--- config.mk ---
export PLATFORM = sky130hd
export DESIGN_NAME = keypad_scanner
export DESIGN_NICKNAME = d
export VERILOG_FILES = /design/src/rtl/keypad_pkg.sv /design/src/rtl/keypad_col_driver.sv /design/src/rtl/keypad_scanner.sv
export SDC_FILE = /design/constraint.sdc
export NUM_CORES = 1
export LEC_CHECK = 0
export BUFFER_PORTS_ARGS = -buffer_cell sky130_fd_sc_hd__buf_2
export CAP_MARGIN = 20
export CORE_UTILIZATION = 24
export DETAILED_ROUTE_END_ITERATION = 10
export PLACE_DENSITY_LB_ADDON = 0.12
export SLEW_MARGIN = 20
export SYNTH_ARGS = -nofsm -noshare
export SYNTH_HDL_FRONTEND = slang
export SYNTH_SLANG_ARGS = --single-unit
--- constraint.sdc ---
create_clock -name clock_i -period 9.12 [get_ports clock_i]
set_clock_uncertainty 0.15 [all_clocks]
set_input_delay 0.912 -clock clock_i [delete_from_list [all_inputs] [get_ports clock_i]]
set_output_delay 0.912 -clock clock_i [all_outputs]
set_load 0.02 [all_outputs]
--- src/rtl/keypad_pkg.sv ---
// Shared types and helpers for the 4x3 matrix keypad scanner.
`default_nettype none

package keypad_pkg;

    localparam int NUM_ROWS = 4;
    localparam int NUM_COLS = 3;
    localparam int NUM_KEYS = 12;

    typedef logic [3:0] key_code_t;

    typedef enum logic [1:0] {
        NONE   = 2'd0,
        SINGLE = 2'd1,
        MULTI  = 2'd2
    } scan_class_t;

    typedef enum logic [1:0] {
        IDLE     = 2'd0,
        PRESS_DB = 2'd1,
        HELD     = 2'd2,
        REL_DB   = 2'd3
    } state_t;

    typedef struct packed {
        scan_class_t cls;
        key_code_t   idx;
    } scan_result_t;

    // idx is only meaningful when cls == SINGLE
    function automatic scan_result_t classify(input logic [NUM_KEYS-1:0] map);
        scan_result_t res;
        int unsigned  cnt;
        cnt     = 0;
        res.idx = '0;
        for (int i = 0; i < NUM_KEYS; i++) begin
            if (map[i]) begin
                cnt++;
                res.idx = key_code_t'(i);
            end
        end
        if (cnt == 0)      res.cls = NONE;
        else if (cnt == 1) res.cls = SINGLE;
        else               res.cls = MULTI;
        return res;
    endfunction

endpackage

`default_nettype wire

--- src/rtl/keypad_col_driver.sv ---
// Column ring for the keypad scanner: dwell counter, one-hot column drive,
// row sample strobe and end-of-scan strobe.
`default_nettype none

module keypad_col_driver
    import keypad_pkg::*;
#(
    parameter int SCAN_DIV = 16
) (
    input  logic                clock_i,
    input  logic                reset_ni,
    output logic [NUM_COLS-1:0] col_o,
    output logic                sample_en_o,
    output logic [1:0]          col_idx_o,
    output logic                scan_done_o
);

    localparam int             DWELL_W    = $clog2(SCAN_DIV);
    localparam logic [DWELL_W-1:0] DWELL_LAST = DWELL_W'(SCAN_DIV - 1);

    logic [DWELL_W-1:0] dwell_q, dwell_d;
    logic [1:0]         col_idx_q, col_idx_d;
    logic               w_sample;

    always_comb begin
        w_sample  = (dwell_q == DWELL_LAST);
        dwell_d   = dwell_q + 1'b1;
        col_idx_d = col_idx_q;
        if (w_sample) begin
            dwell_d   = '0;
            col_idx_d = (col_idx_q == 2'd2) ? 2'd0 : col_idx_q + 2'd1;
        end
    end

    always_ff @(posedge clock_i or negedge reset_ni) begin
        if (!reset_ni) begin
            dwell_q   <= '0;
            col_idx_q <= 2'd0;
        end else begin
            dwell_q   <= dwell_d;
            col_idx_q <= col_idx_d;
        end
    end

    always_comb begin
        case (col_idx_q)
            2'd1:    col_o = 3'b010;
            2'd2:    col_o = 3'b100;
            default: col_o = 3'b001;
        endcase
    end

    assign sample_en_o = w_sample;
    assign col_idx_o   = col_idx_q;
    assign scan_done_o = w_sample && (col_idx_q == 2'd2);

endmodule

`default_nettype wire

--- src/rtl/keypad_scanner.sv ---
// 4x3 keypad scanner: key map, scan classification, debounce FSM.
// Define KEYPAD_REPEAT_EN to add auto-repeat of the held key.
`default_nettype none

module keypad_scanner
    import keypad_pkg::*;
#(
    parameter int SCAN_DIV     = 16,
    parameter int DEBOUNCE_CNT = 4,
    parameter int REPEAT_DELAY = 32,
    parameter int REPEAT_RATE  = 8
) (
    input  logic                clock_i,
    input  logic                reset_ni,
    input  logic [NUM_ROWS-1:0] row_i,
    output logic [NUM_COLS-1:0] col_o,
    output key_code_t           key_code_o,
    output logic                key_valid_o,
    output logic                key_held_o,
    output logic                multi_key_o
);

    localparam int                DCNT_W  = $clog2(DEBOUNCE_CNT + 1);
    localparam logic [DCNT_W-1:0] DB_LAST = DCNT_W'(DEBOUNCE_CNT - 1);
    localparam logic [DCNT_W-1:0] DB_ONE  = DCNT_W'(1);

    logic                w_sample_en;
    logic                w_scan_done;
    logic [1:0]          w_col_idx;
    logic [NUM_KEYS-1:0] map_q, map_d;
    scan_result_t        w_scan;
    logic                w_same;
    logic                w_enter_held;
    logic                w_rep_pulse;

    state_t              state_q, state_d;
    key_code_t           cand_q, cand_d;
    logic [DCNT_W-1:0]   dcnt_q, dcnt_d;
    key_code_t           key_code_q, key_code_d;
    logic                held_q, held_d;
    logic                valid_q, valid_d;
    logic                multi_q, multi_d;

    keypad_col_driver #(
        .SCAN_DIV (SCAN_DIV)
    ) u_col_driver (
        .clock_i     (clock_i),
        .reset_ni    (reset_ni),
        .col_o       (col_o),
        .sample_en_o (w_sample_en),
        .col_idx_o   (w_col_idx),
        .scan_done_o (w_scan_done)
    );

    // Classification uses map_d so the last column's sample is included
    always_comb begin
        map_d = map_q;
        if (w_sample_en) begin
            for (int r = 0; r < NUM_ROWS; r++) begin
                map_d[r * NUM_COLS + int'(w_col_idx)] = row_i[r];
            end
        end
        w_scan = classify(map_d);
        w_same = (w_scan.idx == cand_q);
    end

    always_comb begin
        state_d      = state_q;
        cand_d       = cand_q;
        dcnt_d       = dcnt_q;
        key_code_d   = key_code_q;
        held_d       = held_q;
        multi_d      = multi_q;
        w_enter_held = 1'b0;
        if (w_scan_done) begin
            multi_d = (w_scan.cls == MULTI);
            case (state_q)
                IDLE: begin
                    if (w_scan.cls == SINGLE) begin
                        cand_d = w_scan.idx;
                        dcnt_d = DB_ONE;
                        if (DEBOUNCE_CNT == 1) w_enter_held = 1'b1;
                        else                   state_d      = PRESS_DB;
                    end
                end
                PRESS_DB: begin
                    if (w_scan.cls == SINGLE) begin
                        if (!w_same) begin
                            cand_d = w_scan.idx;
                            dcnt_d = DB_ONE;
                        end else if (dcnt_q >= DB_LAST) begin
                            w_enter_held = 1'b1;
                        end else begin
                            dcnt_d = dcnt_q + 1'b1;
                        end
                    end else begin
                        state_d = IDLE;
                        dcnt_d  = '0;
                    end
                end
                HELD: begin
                    if (w_scan.cls == NONE) begin
                        dcnt_d = DB_ONE;
                        if (DEBOUNCE_CNT == 1) begin
                            state_d = IDLE;
                            held_d  = 1'b0;
                            dcnt_d  = '0;
                        end else begin
                            state_d = REL_DB;
                        end
                    end
                end
                default: begin
                    if (w_scan.cls != NONE) begin
                        state_d = HELD;
                        dcnt_d  = '0;
                    end else if (dcnt_q >= DB_LAST) begin
                        state_d = IDLE;
                        held_d  = 1'b0;
                        dcnt_d  = '0;
                    end else begin
                        dcnt_d = dcnt_q + 1'b1;
                    end
                end
            endcase
            if (w_enter_held) begin
                state_d    = HELD;
                key_code_d = cand_d;
                held_d     = 1'b1;
                dcnt_d     = '0;
            end
        end
        valid_d = w_enter_held | w_rep_pulse;
    end

    always_ff @(posedge clock_i or negedge reset_ni) begin
        if (!reset_ni) begin
            map_q      <= '0;
            state_q    <= IDLE;
            cand_q     <= '0;
            dcnt_q     <= '0;
            key_code_q <= '0;
            held_q     <= 1'b0;
            valid_q    <= 1'b0;
            multi_q    <= 1'b0;
        end else begin
            map_q      <= map_d;
            state_q    <= state_d;
            cand_q     <= cand_d;
            dcnt_q     <= dcnt_d;
            key_code_q <= key_code_d;
            held_q     <= held_d;
            valid_q    <= valid_d;
            multi_q    <= multi_d;
        end
    end

`ifdef KEYPAD_REPEAT_EN
    localparam int                RCNT_W     = $clog2(REPEAT_DELAY + 1);
    localparam logic [RCNT_W-1:0] REP_LAST   = RCNT_W'(REPEAT_DELAY - 1);
    localparam logic [RCNT_W-1:0] REP_RELOAD = RCNT_W'(REPEAT_DELAY - REPEAT_RATE);

    logic [RCNT_W-1:0] rcnt_q, rcnt_d;

    // Reloading to DELAY-RATE makes every later repeat land RATE scans apart
    always_comb begin
        rcnt_d      = rcnt_q;
        w_rep_pulse = 1'b0;
        if (state_q != HELD) begin
            rcnt_d = '0;
        end else if (w_scan_done && (w_scan.cls == SINGLE) && w_same) begin
            if (rcnt_q >= REP_LAST) begin
                w_rep_pulse = 1'b1;
                rcnt_d      = REP_RELOAD;
            end else begin
                rcnt_d = rcnt_q + 1'b1;
            end
        end
    end

    always_ff @(posedge clock_i or negedge reset_ni) begin
        if (!reset_ni) rcnt_q <= '0;
        else           rcnt_q <= rcnt_d;
    end
`else
    assign w_rep_pulse = 1'b0;
    if (REPEAT_DELAY < 0 || REPEAT_RATE < 0) begin : g_repeat_unused
    end
`endif

    assign key_code_o  = key_code_q;
    assign key_valid_o = valid_q;
    assign key_held_o  = held_q;
    assign multi_key_o = multi_q;

endmodule

`default_nettype wire

==> impl_metrics.csv, run 1 <==
group,metric,value,unit
final_layout,layout.nets,425,
placement,finalWeightedCongestion,0.736,
placement,dp_cells,564,
final_layout,fillers,1470,
detailed_routing,vias,2801,
floorplan,core_area,0.0139,mm^2
worst_setup_path,cpPeakStageDelay,0.39,ns
logic_synthesis,synth_area,0.00342,mm^2
sta,fin_tns_setup,0,ns
clocking,ctsLongestPathBuffers,2,
clocking,cts-root-buf,"clkbuf_16",
detailed_routing,drtIter0Drc,177,
worst_setup_path,path_delay_family,"adder cells",
grt,grt_overflow,0,
final_layout,regArea,851,um^2
logic_synthesis,syn_inst,365,
final_layout,drive_gt1_frac,0.261,
final_layout,stdcell_count,579,
pwr,power,0.000607,W
worst_setup_path,crit_arrival,8.78,ns
final_layout,design_area,0.00407,mm^2
logic_synthesis,synth_area_leaders,"dfrtp_1, ha_1, nand2_1",
sta,max_freq,0.115,GHz
worst_setup_path,cp_common_cell,"ha_1",
worst_setup_path,cp_num_buf_inv,3,
logic_synthesis,avgSynthCellArea,9.36,um^2
logic_synthesis,yosys_warnings,0,
floorplan,die_height,121,um
detailed_routing,drc,0,
sta,period_share,0.955,
grt,grt_pass1_wl,14.4,mm
clocking,htreeDepth,2,
worst_setup_path,required,9.19,ns
clocking,cts_sinks,34,
sta,tightest_slew,0.806,ns
logic_synthesis,yosysUniqueCellTypes,91,
sta,hold_violations,0,
placement,placed_area,0.00374,mm^2
detailed_routing,wl_per_cell,14.7,um
grt,grt_pass1_vias,2898,
placement,io_buffers,15,
grt,grt_antenna_before_repair,0,
sta,slew_viol_final,0,
floorplan,fp.dieW,121,um
flow_run,maxCapViolations,0,
logic_synthesis,syn-num-nets,391,
sta,maxSlewHeadroom,0.463,
clocking,cts_tree,"built",
logic_synthesis,synth_edf_count,0,
grt,grt_usage,0.124,
clocking,clk_pin_slew,0.05,ns
detailed_routing,dr.pass1.iters,5,
worst_setup_path,start_kind,"register",
logic_synthesis,yosys.area.top_type,"dfrtp_1",
floorplan,rows,43,
detailed_routing,wl,8.50,mm
detailed_routing,drtAntennaViolNets,0,
final_layout,diodes,0,
logic_synthesis,yosysSeqAreaShare,0.249,
status,status,"completed",
worst_setup_path,crit_path_top_delay_cell,"dfrtp_1",
sta,whs,0.334,ns
logic_synthesis,synth-main-ff-cell,"dfrtp_1",
worst_setup_path,path_class,"reg2reg",
logic_synthesis,synth_most_common_cell,"nand2_1",
final_layout,multi_input_area,0.00250,mm^2
placement,hpwl,6.74,mm
worst_setup_path,worstSetupEndpointType,"register",
logic_synthesis,netlist.area_leader.share,0.249,
clocking,cts_buffers,5,
floorplan,initial_core_util,0.246,
min_path,hold_class,"reg2reg",
logic_synthesis,ys_async_sr_fraction,1.00,
sta,final-setup-viol-count,0,
floorplan,ioPinCount,16,
pwr,vdd_drop_max,0.0606,mV
worst_setup_path,crit_fanout,6,
logic_synthesis,synth-seq-cells,34,
sta,period_needed,8.71,ns
clocking,insertion_delay,0.28,ns
pwr,power_leakage,1.74,nW
clocking,hold_buffers,0,
grt,grt_max_degree,35,
detailed_routing,via_per_inst,4.84,
floorplan,die_area,0.0147,mm^2
final_layout,area_delta_synth_final,19.2,%
pwr,power.density,149,mW/mm^2
logic_synthesis,synth_commonest_cells,"nand2_1, dfrtp_1, inv_1, ha_1, nor2_1",
power breakdown:
part / switching, W / internal (W)
clock network: 0.0000627 / 0.000135
registers: 0.00000325 / 0.000157
logic: 0.000137 / 0.000113
total: 0.000203 / 0.000404
repair_timing:
action	CTS	global route
endpoints found under the setup margin	8	16
pin swaps	1	7
gates cloned	0	0
buffers inserted	1	7
resized for setup	2	17
cell families after synthesis:
| kind of cell | share of synthesized area |
|---|---|
| AO/OA/AOI/OAI | 0.233 |
| XOR/XNOR | 0.131 |
| adder cells (fa/ha/maj) | 0.0733 |
| buffers and inverters | 0.0454 |
| flip-flops | 0.249 |
| multiplexers | 0.0593 |
| AND/OR/NAND/NOR | 0.208 |
path summary, 6_finish.rpt:
check	from	end	slack, ns	cells after the start
worst max-delay path	u_col_driver.col_idx_o[1]	dcnt_q[2]	0.41	42
worst min-delay path	key_code_o[2]	key_code_o[2]	0.33	1
worst max register to register	u_col_driver.col_idx_o[1]	dcnt_q[2]	0.41	42
worst min register to register	key_code_o[2]	key_code_o[2]	0.33	1
max in group asynchronous	reset_ni	u_col_driver.dwell_q[2]	7.73	1
min in group asynchronous	reset_ni	dcnt_q[1]	0.56	1
area by class of cell:
| class | count | share of cell area |
|---|---|---|
| Sequential cell | 34 | 0.209 |
| Tap cell | 180 | 0.0553 |
| Timing Repair Buffer | 34 | 0.0535 |
| Clock buffer | 6 | 0.0341 |
| Multi-Input combinational cell | 297 | 0.615 |
| Inverter | 27 | 0.0255 |
| Clock inverter | 1 | 0.00738 |
layer usage:
metal / GRT usage / up-vias / routed length [um]
met5: 0 / - / 0
met4: 0.0478 / 0 / 204
met3: 0.0141 / 13 / 262
met2: 0.205 / 57 / 3850
met1: 0.163 / 1332 / 4180
li1: - / 1399 / -
cells in the final DEF (no fill, tap or decap), types with 3 or more instances in the layout:
master and n:
nand2_1 40, dfrtp_1 34, inv_1 23, nor2_1 19, o21ai_0 19, buf_4 19, a21oi_1 15, xnor2_1 15
buf_2 15, ha_1 14, xor2_1 11, nor3_1 10, nand3_1 8, mux2_1 8, nand2b_1 7, mux2i_1 7
a31oi_1 6, clkbuf_16 5, a21o_1 4, o21ai_1 4, and3_1 3, nand3_2 3, inv_2 3, or2_2 3
or3_1 3, and2_1 3, nor4_1 3, o31ai_1 3, ha_4 3, ha_2 3
per-stage QoR:
stage / setup WS [ns] / util
finish: 0.410 / 0.293
global route: -0.0574 / 0.293
CTS: 0.0472 / 0.284
detailed placement: -0.151 / 0.270
global placement: 0.122 / 0.270
floorplan: 0.332 / -
registers in the layout (all words and copies together) (netlist names):
| signal | count |
|---|---|
| key_code_o | 4 |
| u_col_driver.dwell_q | 4 |
| map_q | 12 |
| key_valid_o | 1 |
| u_col_driver.col_idx_o | 2 |
| multi_key_o | 1 |
| dcnt_q | 3 |
| key_held_o | 1 |
| state_q | 2 |
| cand_q | 4 |
worst register-to-register path: cells and delay by family, from the launching register on:
kind | cells | cell delay, ns
simple gates | 10 | 1.75
xor+xnor | 1 | 0.13
compound gates | 13 | 2.13
fa+ha+maj | 11 | 2.88
mux | 4 | 0.93
flops | 1 | 0.39
buf+inv | 3 | 0.28
(Power assumes the default switching activity.)
==> run 2, diff against run 1 <==
--- a/config.mk
+++ b/config.mk
@@ -7,6 +7,7 @@
 export LEC_CHECK = 0
 export BUFFER_PORTS_ARGS = -buffer_cell sky130_fd_sc_hd__buf_2
 export CAP_MARGIN = 20
+export CORE_ASPECT_RATIO = 1.2
 export CORE_UTILIZATION = 24
 export DETAILED_ROUTE_END_ITERATION = 10
 export PLACE_DENSITY_LB_ADDON = 0.12
==> run 2 against run 1 <==
  * Sequential power is essentially flat
  * Largest cell class unchanged
  * Final area up 0.86%
  * Critical path type unchanged
  * Critical path depth is the same
  * Core utilization rose by 0.38 points
  * Maximum frequency up 1.1%
==> impl_metrics.csv, run 2 (synthesis results as in run 1) <==
group,metric,value,unit
min_path,min_to,"u_col_driver.dwell_q[0]",
final_layout,layout_common_cells,"nand2_1, dfrtp_1, inv_1, buf_4, nor2_1",
placement,dp_cells,556,
flow_run,maxCapViolations,0,
clocking,insertion_delay,0.28,ns
detailed_routing,dr.pass1.iters,4,
floorplan,die_area,0.0147,mm^2
clocking,cts_tree,"built",
floorplan,ioPinCount,16,
sta,rsz0062_at_grt,"false",
worst_setup_path,crit_arrival,8.62,ns
placement,finalWeightedCongestion,0.769,
placement,placed_area,0.00374,mm^2
sta,slew_viol_final,0,
detailed_routing,wl_per_cell,15.6,um
clocking,ctsLongestPathBuffers,2,
detailed_routing,via_per_inst,4.89,
clocking,cts_buffers,5,
floorplan,core_area,0.0138,mm^2
sta,period_share,0.944,
pwr,power.density,158,mW/mm^2
pwr,clockPowerShare,0.348,
pwr,vdd_drop_max,0.0765,mV
detailed_routing,wl,8.91,mm
floorplan,die_height,133,um
worst_setup_path,start_kind,"register",
worst_setup_path,cp_common_cell,"ha_1",
pwr,pwr-share-comb,0.405,
worst_setup_path,crit_path_start,"u_col_driver.col_idx_o[1]",
placement,io_buffers,15,
status,status,"completed",
floorplan,fp.dieW,111,um
grt,grt_pass1_wl,15.1,mm
clocking,clk_pin_slew,0.06,ns
pwr,power_switching,0.000214,W
sta,maxSlewHeadroom,0.449,
clocking,cts_sinks,34,
pwr,p_sw_frac,0.331,
min_path,hold_path_startpoint,"u_col_driver.dwell_q[0]",
sta,period_needed,8.61,ns
final_layout,diodes,0,
sta,hold_violations,0,
sta,tightest_slew,0.826,ns
final_layout,area_delta_synth_final,20.2,%
pwr,power_leakage,1.76,nW
grt,grt_overflow,0,
clocking,cts-root-buf,"clkbuf_16",
worst_setup_path,worstSetupEndpointType,"register",
grt,grt_antenna_before_repair,0,
final_layout,drive_gt1_frac,0.272,
grt,grt_usage,0.130,
final_layout,final_common_cell,"nand2_1",
detailed_routing,drtAntennaViolNets,0,
detailed_routing,drtIter0Drc,177,
final_layout,design_area,0.00411,mm^2
floorplan,rows,47,
grt,grt_pass1_vias,2854,
worst_setup_path,rrSetupSlack,0.51,ns
grt,grt_max_degree,35,
worst_setup_path,required,9.13,ns
worst_setup_path,r2r_cells,42,
worst_setup_path,r2r_end,"cand_q[1]",
worst_setup_path,crit_fanout,6,
detailed_routing,vias,2797,
sta,max_freq,0.116,GHz
pwr,intPower,0.000434,W
worst_setup_path,reg2reg_from,"u_col_driver.col_idx_o[1]",
min_path,hold_class,"reg2reg",
detailed_routing,drc,0,
final_layout,largest_reg_flops,12,
placement,hpwl,7.06,mm
min_path,whs_path_depth,1,
final_layout,stdcell_count,572,
final_layout,regMostFlops,"map_q",
final_layout,layout.nets,426,
sta,fin_tns_setup,0,ns
worst_setup_path,path_class,"reg2reg",
floorplan,initial_core_util,0.247,
sta,final-setup-viol-count,0,
pwr,seqPwrFrac,0.247,
worst_setup_path,crit_path_top_delay_cell,"dfrtp_1",
clocking,htreeDepth,2,
worst_setup_path,cpPeakStageDelay,0.39,ns
## run 2: cell types whose count changed in the layout (fill, tap and decap cells not counted), moves of 2 or more
cell / delta
nand2_1: -2
nand2_2: +2
ha_2: -2
ha_1: +2
mux2_1: -2
mux2_4: +2
## run 2: area by class of cell
type,count,area (um^2)
flip-flops and latches,34,851
clock buffers,5,125
clock inverters,3,68.8
inverters,27,104
multi-input cells,297,2520
well taps,171,214
fillers,1453,9710
repair buffers,35,225
## run 2: worst max-delay path by stage
stage                            to  slack (ns)  cells past startpoint
final                     cand_q[1]        0.51                     42
after floorplan           cand_q[2]        0.33                     42
after detailed placement  cand_q[3]      -0.006                     39
after global routing      cand_q[1]        0.01                     42
after CTS                 cand_q[3]       0.006                     40
after global placement    cand_q[0]        0.07                     39
## run 2: critical path, delay by kind of cell (launching register included)
family | cells | cell delay [ns]
mux | 4 | 1.05
buf+inv | 3 | 0.28
xor+xnor | 1 | 0.12
compound gates | 13 | 1.94
flops | 1 | 0.39
simple gates | 10 | 1.63
fa+ha+maj | 11 | 2.91
## run 2: per-layer routing
metal  global-route usage  part of all wire
met4               0.0481             0.018
met3               0.0174             0.020
met2                0.233              0.52
met5                    0                 0
met1                0.157              0.44
## run 2: metrics by stage
stage	hold WS, ns	total power (W)	utilization	worst slack, ns
2_1_floorplan	0.305	0.000342	-	0.332
3_3_place_gp	0.322	0.000394	0.271	0.0748
3_5_place_dp	0.329	0.000394	0.271	-0.00618
4_1_cts	0.339	0.000634	0.286	0.00650
5_1_grt	0.354	0.000693	0.297	0.0135
6_report	0.335	0.000648	0.297	0.506
## run 2: power by group through the flow
stage	Sequential, W	Clock [W]	Combinational, W
after floorplan	0.000164	0	0.000178
after global placement	0.000163	0	0.000232
after detailed placement	0.000163	0	0.000232
after CTS	0.000160	0.000232	0.000242
after global routing	0.000161	0.000239	0.000293
final	0.000160	0.000225	0.000263
## run 2: timing repair
| action | in CTS | in global routing |
|---|---|---|
| hold buffers | 0 | 0 |
| setup endpoints to repair | 4 | 16 |
| gates resized for setup | 0 | 24 |
| pin swaps | 2 | 9 |
| buffers inserted | 2 | 6 |
==> run 3, diff against run 2 <==
--- a/config.mk
+++ b/config.mk
@@ -10,6 +10,7 @@
 export CORE_ASPECT_RATIO = 1.2
 export CORE_UTILIZATION = 24
 export DETAILED_ROUTE_END_ITERATION = 10
+export MAX_ROUTING_LAYER = met4
 export PLACE_DENSITY_LB_ADDON = 0.12
 export SLEW_MARGIN = 20
 export SYNTH_ARGS = -nofsm -noshare
==> run 3 against run 2 <==
  * First-iteration DRC count shrank 1.7%
  * Die area is the same
  * Worst setup slack gained 0.0040 ns
  * Sequential power is essentially flat
  * Core utilization is the same
  * Count of clock-buffer cells in the layout is the same
  * Flip-flop and latch count is the same
  * Wire length is essentially flat
  * Final area is the same
  * Hold slack gained 0.0028 ns
  * Critical path depth is the same
  * Global-route usage grew 0.37 points
  * Critical path type unchanged
==> impl_metrics.csv, run 3 (synthesis results as in run 1) <==
group,metric,value,unit
worst_setup_path,path_class,"reg2reg",
clocking,cts_tree,"built",
placement,io_buffers,15,
grt,grt_overflow,0,
floorplan,die_height,133,um
sta,whs,0.338,ns
sta,period_share,0.944,
pwr,power.density,158,mW/mm^2
placement,finalWeightedCongestion,0.779,
sta,timing.final.ws_setup,0.510,ns
pwr,power_leakage,1.76,nW
clocking,cts_sinks,34,
sta,tightest_slew,0.825,ns
floorplan,core_area,0.0138,mm^2
grt,grt_antenna_before_repair,0,
floorplan,ioPinCount,16,
floorplan,die_area,0.0147,mm^2
floorplan,fp.dieW,111,um
worst_setup_path,worstSetupEndpointType,"register",
final_layout,area_delta_synth_final,20.2,%
sta,max_freq,0.116,GHz
pwr,power,0.000648,W
detailed_routing,dr.pass1.iters,4,
worst_setup_path,required,9.13,ns
clocking,cts_buffers,5,
final_layout,final_common_cell,"nand2_1",
min_path,hold_class,"reg2reg",
final_layout,largest_reg_flops,12,
grt,grt_max_degree,35,
sta,rsz0062_at_grt,"false",
placement,hpwl,7.06,mm
floorplan,rows,47,
clocking,clk_pin_slew,0.06,ns
final_layout,regMostFlops,"map_q",
grt,grt_usage,0.133,
pwr,vdd_drop_max,0.0767,mV
placement,place_ws,-0.00618,ns
detailed_routing,drtIter0Drc,174,
floorplan,initial_core_util,0.247,
final_layout,layout.nets,426,
detailed_routing,wl,8.90,mm
sta,maxSlewHeadroom,0.450,
final_layout,drive_gt1_frac,0.272,
final_layout,fillers,1453,
detailed_routing,via_per_inst,4.88,
final_layout,stdcell_count,572,
clocking,ctsLongestPathBuffers,2,
grt,grt_pass1_wl,15.1,mm
sta,final-setup-viol-count,0,
status,status,"completed",
clocking,htreeDepth,2,
flow_run,maxCapViolations,0,
worst_setup_path,crit_fanout,6,
detailed_routing,vias,2789,
final_layout,diodes,0,
detailed_routing,drc,0,
worst_setup_path,crit_path_top_delay_cell,"dfrtp_1",
worst_setup_path,cp_common_cell,"ha_1",
final_layout,layout_common_cells,"nand2_1, dfrtp_1, inv_1, buf_4, nor2_1",
sta,hold_violations,0,
detailed_routing,drtAntennaViolNets,0,
clocking,insertion_delay,0.29,ns
sta,period_needed,8.61,ns
worst_setup_path,cpPeakStageDelay,0.39,ns
sta,slew_viol_final,0,
worst_setup_path,crit_arrival,8.62,ns
final_layout,post-route-util,0.297,
detailed_routing,wl_per_cell,15.6,um
worst_setup_path,start_kind,"register",
grt,grt_pass1_vias,2849,
clocking,cts-root-buf,"clkbuf_16",
placement,dp_cells,556,
run 3: worst paths after layout:
check / from / endpoint / slack [ns] / cells after the start
max: u_col_driver.col_idx_o[1] / cand_q[1] / 0.51 / 42
min: key_code_o[2] / key_code_o[2] / 0.34 / 1
max reg2reg: u_col_driver.col_idx_o[1] / cand_q[1] / 0.51 / 42
min reg2reg: key_code_o[2] / key_code_o[2] / 0.34 / 1
max in group asynchronous: reset_ni / cand_q[1] / 7.72 / 1
min in group asynchronous: reset_ni / map_q[4] / 0.57 / 1
run 3: critical path: cells and delay by family, from the launching register on:
| family | cells | cell delay (ns) |
|---|---|---|
| adder cells (fa/ha/maj) | 11 | 2.91 |
| AO/OA/AOI/OAI | 13 | 1.94 |
| AND/OR/NAND/NOR | 10 | 1.63 |
| multiplexers | 4 | 1.05 |
| flip-flops | 1 | 0.39 |
| buffers and inverters | 3 | 0.28 |
| XOR/XNOR | 1 | 0.12 |
run 3: power by group:
group | switching (W) | leakage (nW) | internal [W]
Clock | 0.0000685 | 0.0940 | 0.000157
Combinational | 0.000143 | 1.22 | 0.000120
Sequential | 0.00000307 | 0.442 | 0.000157
run 3: through the flow:
step	setup TNS, ns	cell area, um^2
after global routing	0	4110
after CTS	0	3950
after global placement	0	3740
after detailed placement	-0.00618	3740
final	0	4110
after floorplan	0	3420
run 3: repair_timing:
action / CTS / global route
hold buffers: 0 / 0
buffers inserted: 2 / 6
resized for setup: 0 / 24
gates cloned: 0 / 0
pin swaps: 2 / 9
setup endpoints to repair: 4 / 16
run 3: metal layers:
layer	vias up	GRT usage	routed length, um
met4	0	0.0481	176
met3	10	0.0160	173
met1	1348	0.157	3920
met5	-	-	0
met2	35	0.233	4630
li1	1396	-	-
run 3: final cells by class:
type | instances | area [um^2] | area share
flip-flops and latches | 34 | 851 | 0.207
repair buffers | 35 | 225 | 0.0548
well taps | 171 | 214 | 0.0521
clock inverters | 3 | 68.8 | 0.0168
clock buffers | 5 | 125 | 0.0305
multi-input cells | 297 | 2520 | 0.613
inverters | 27 | 104 | 0.0253
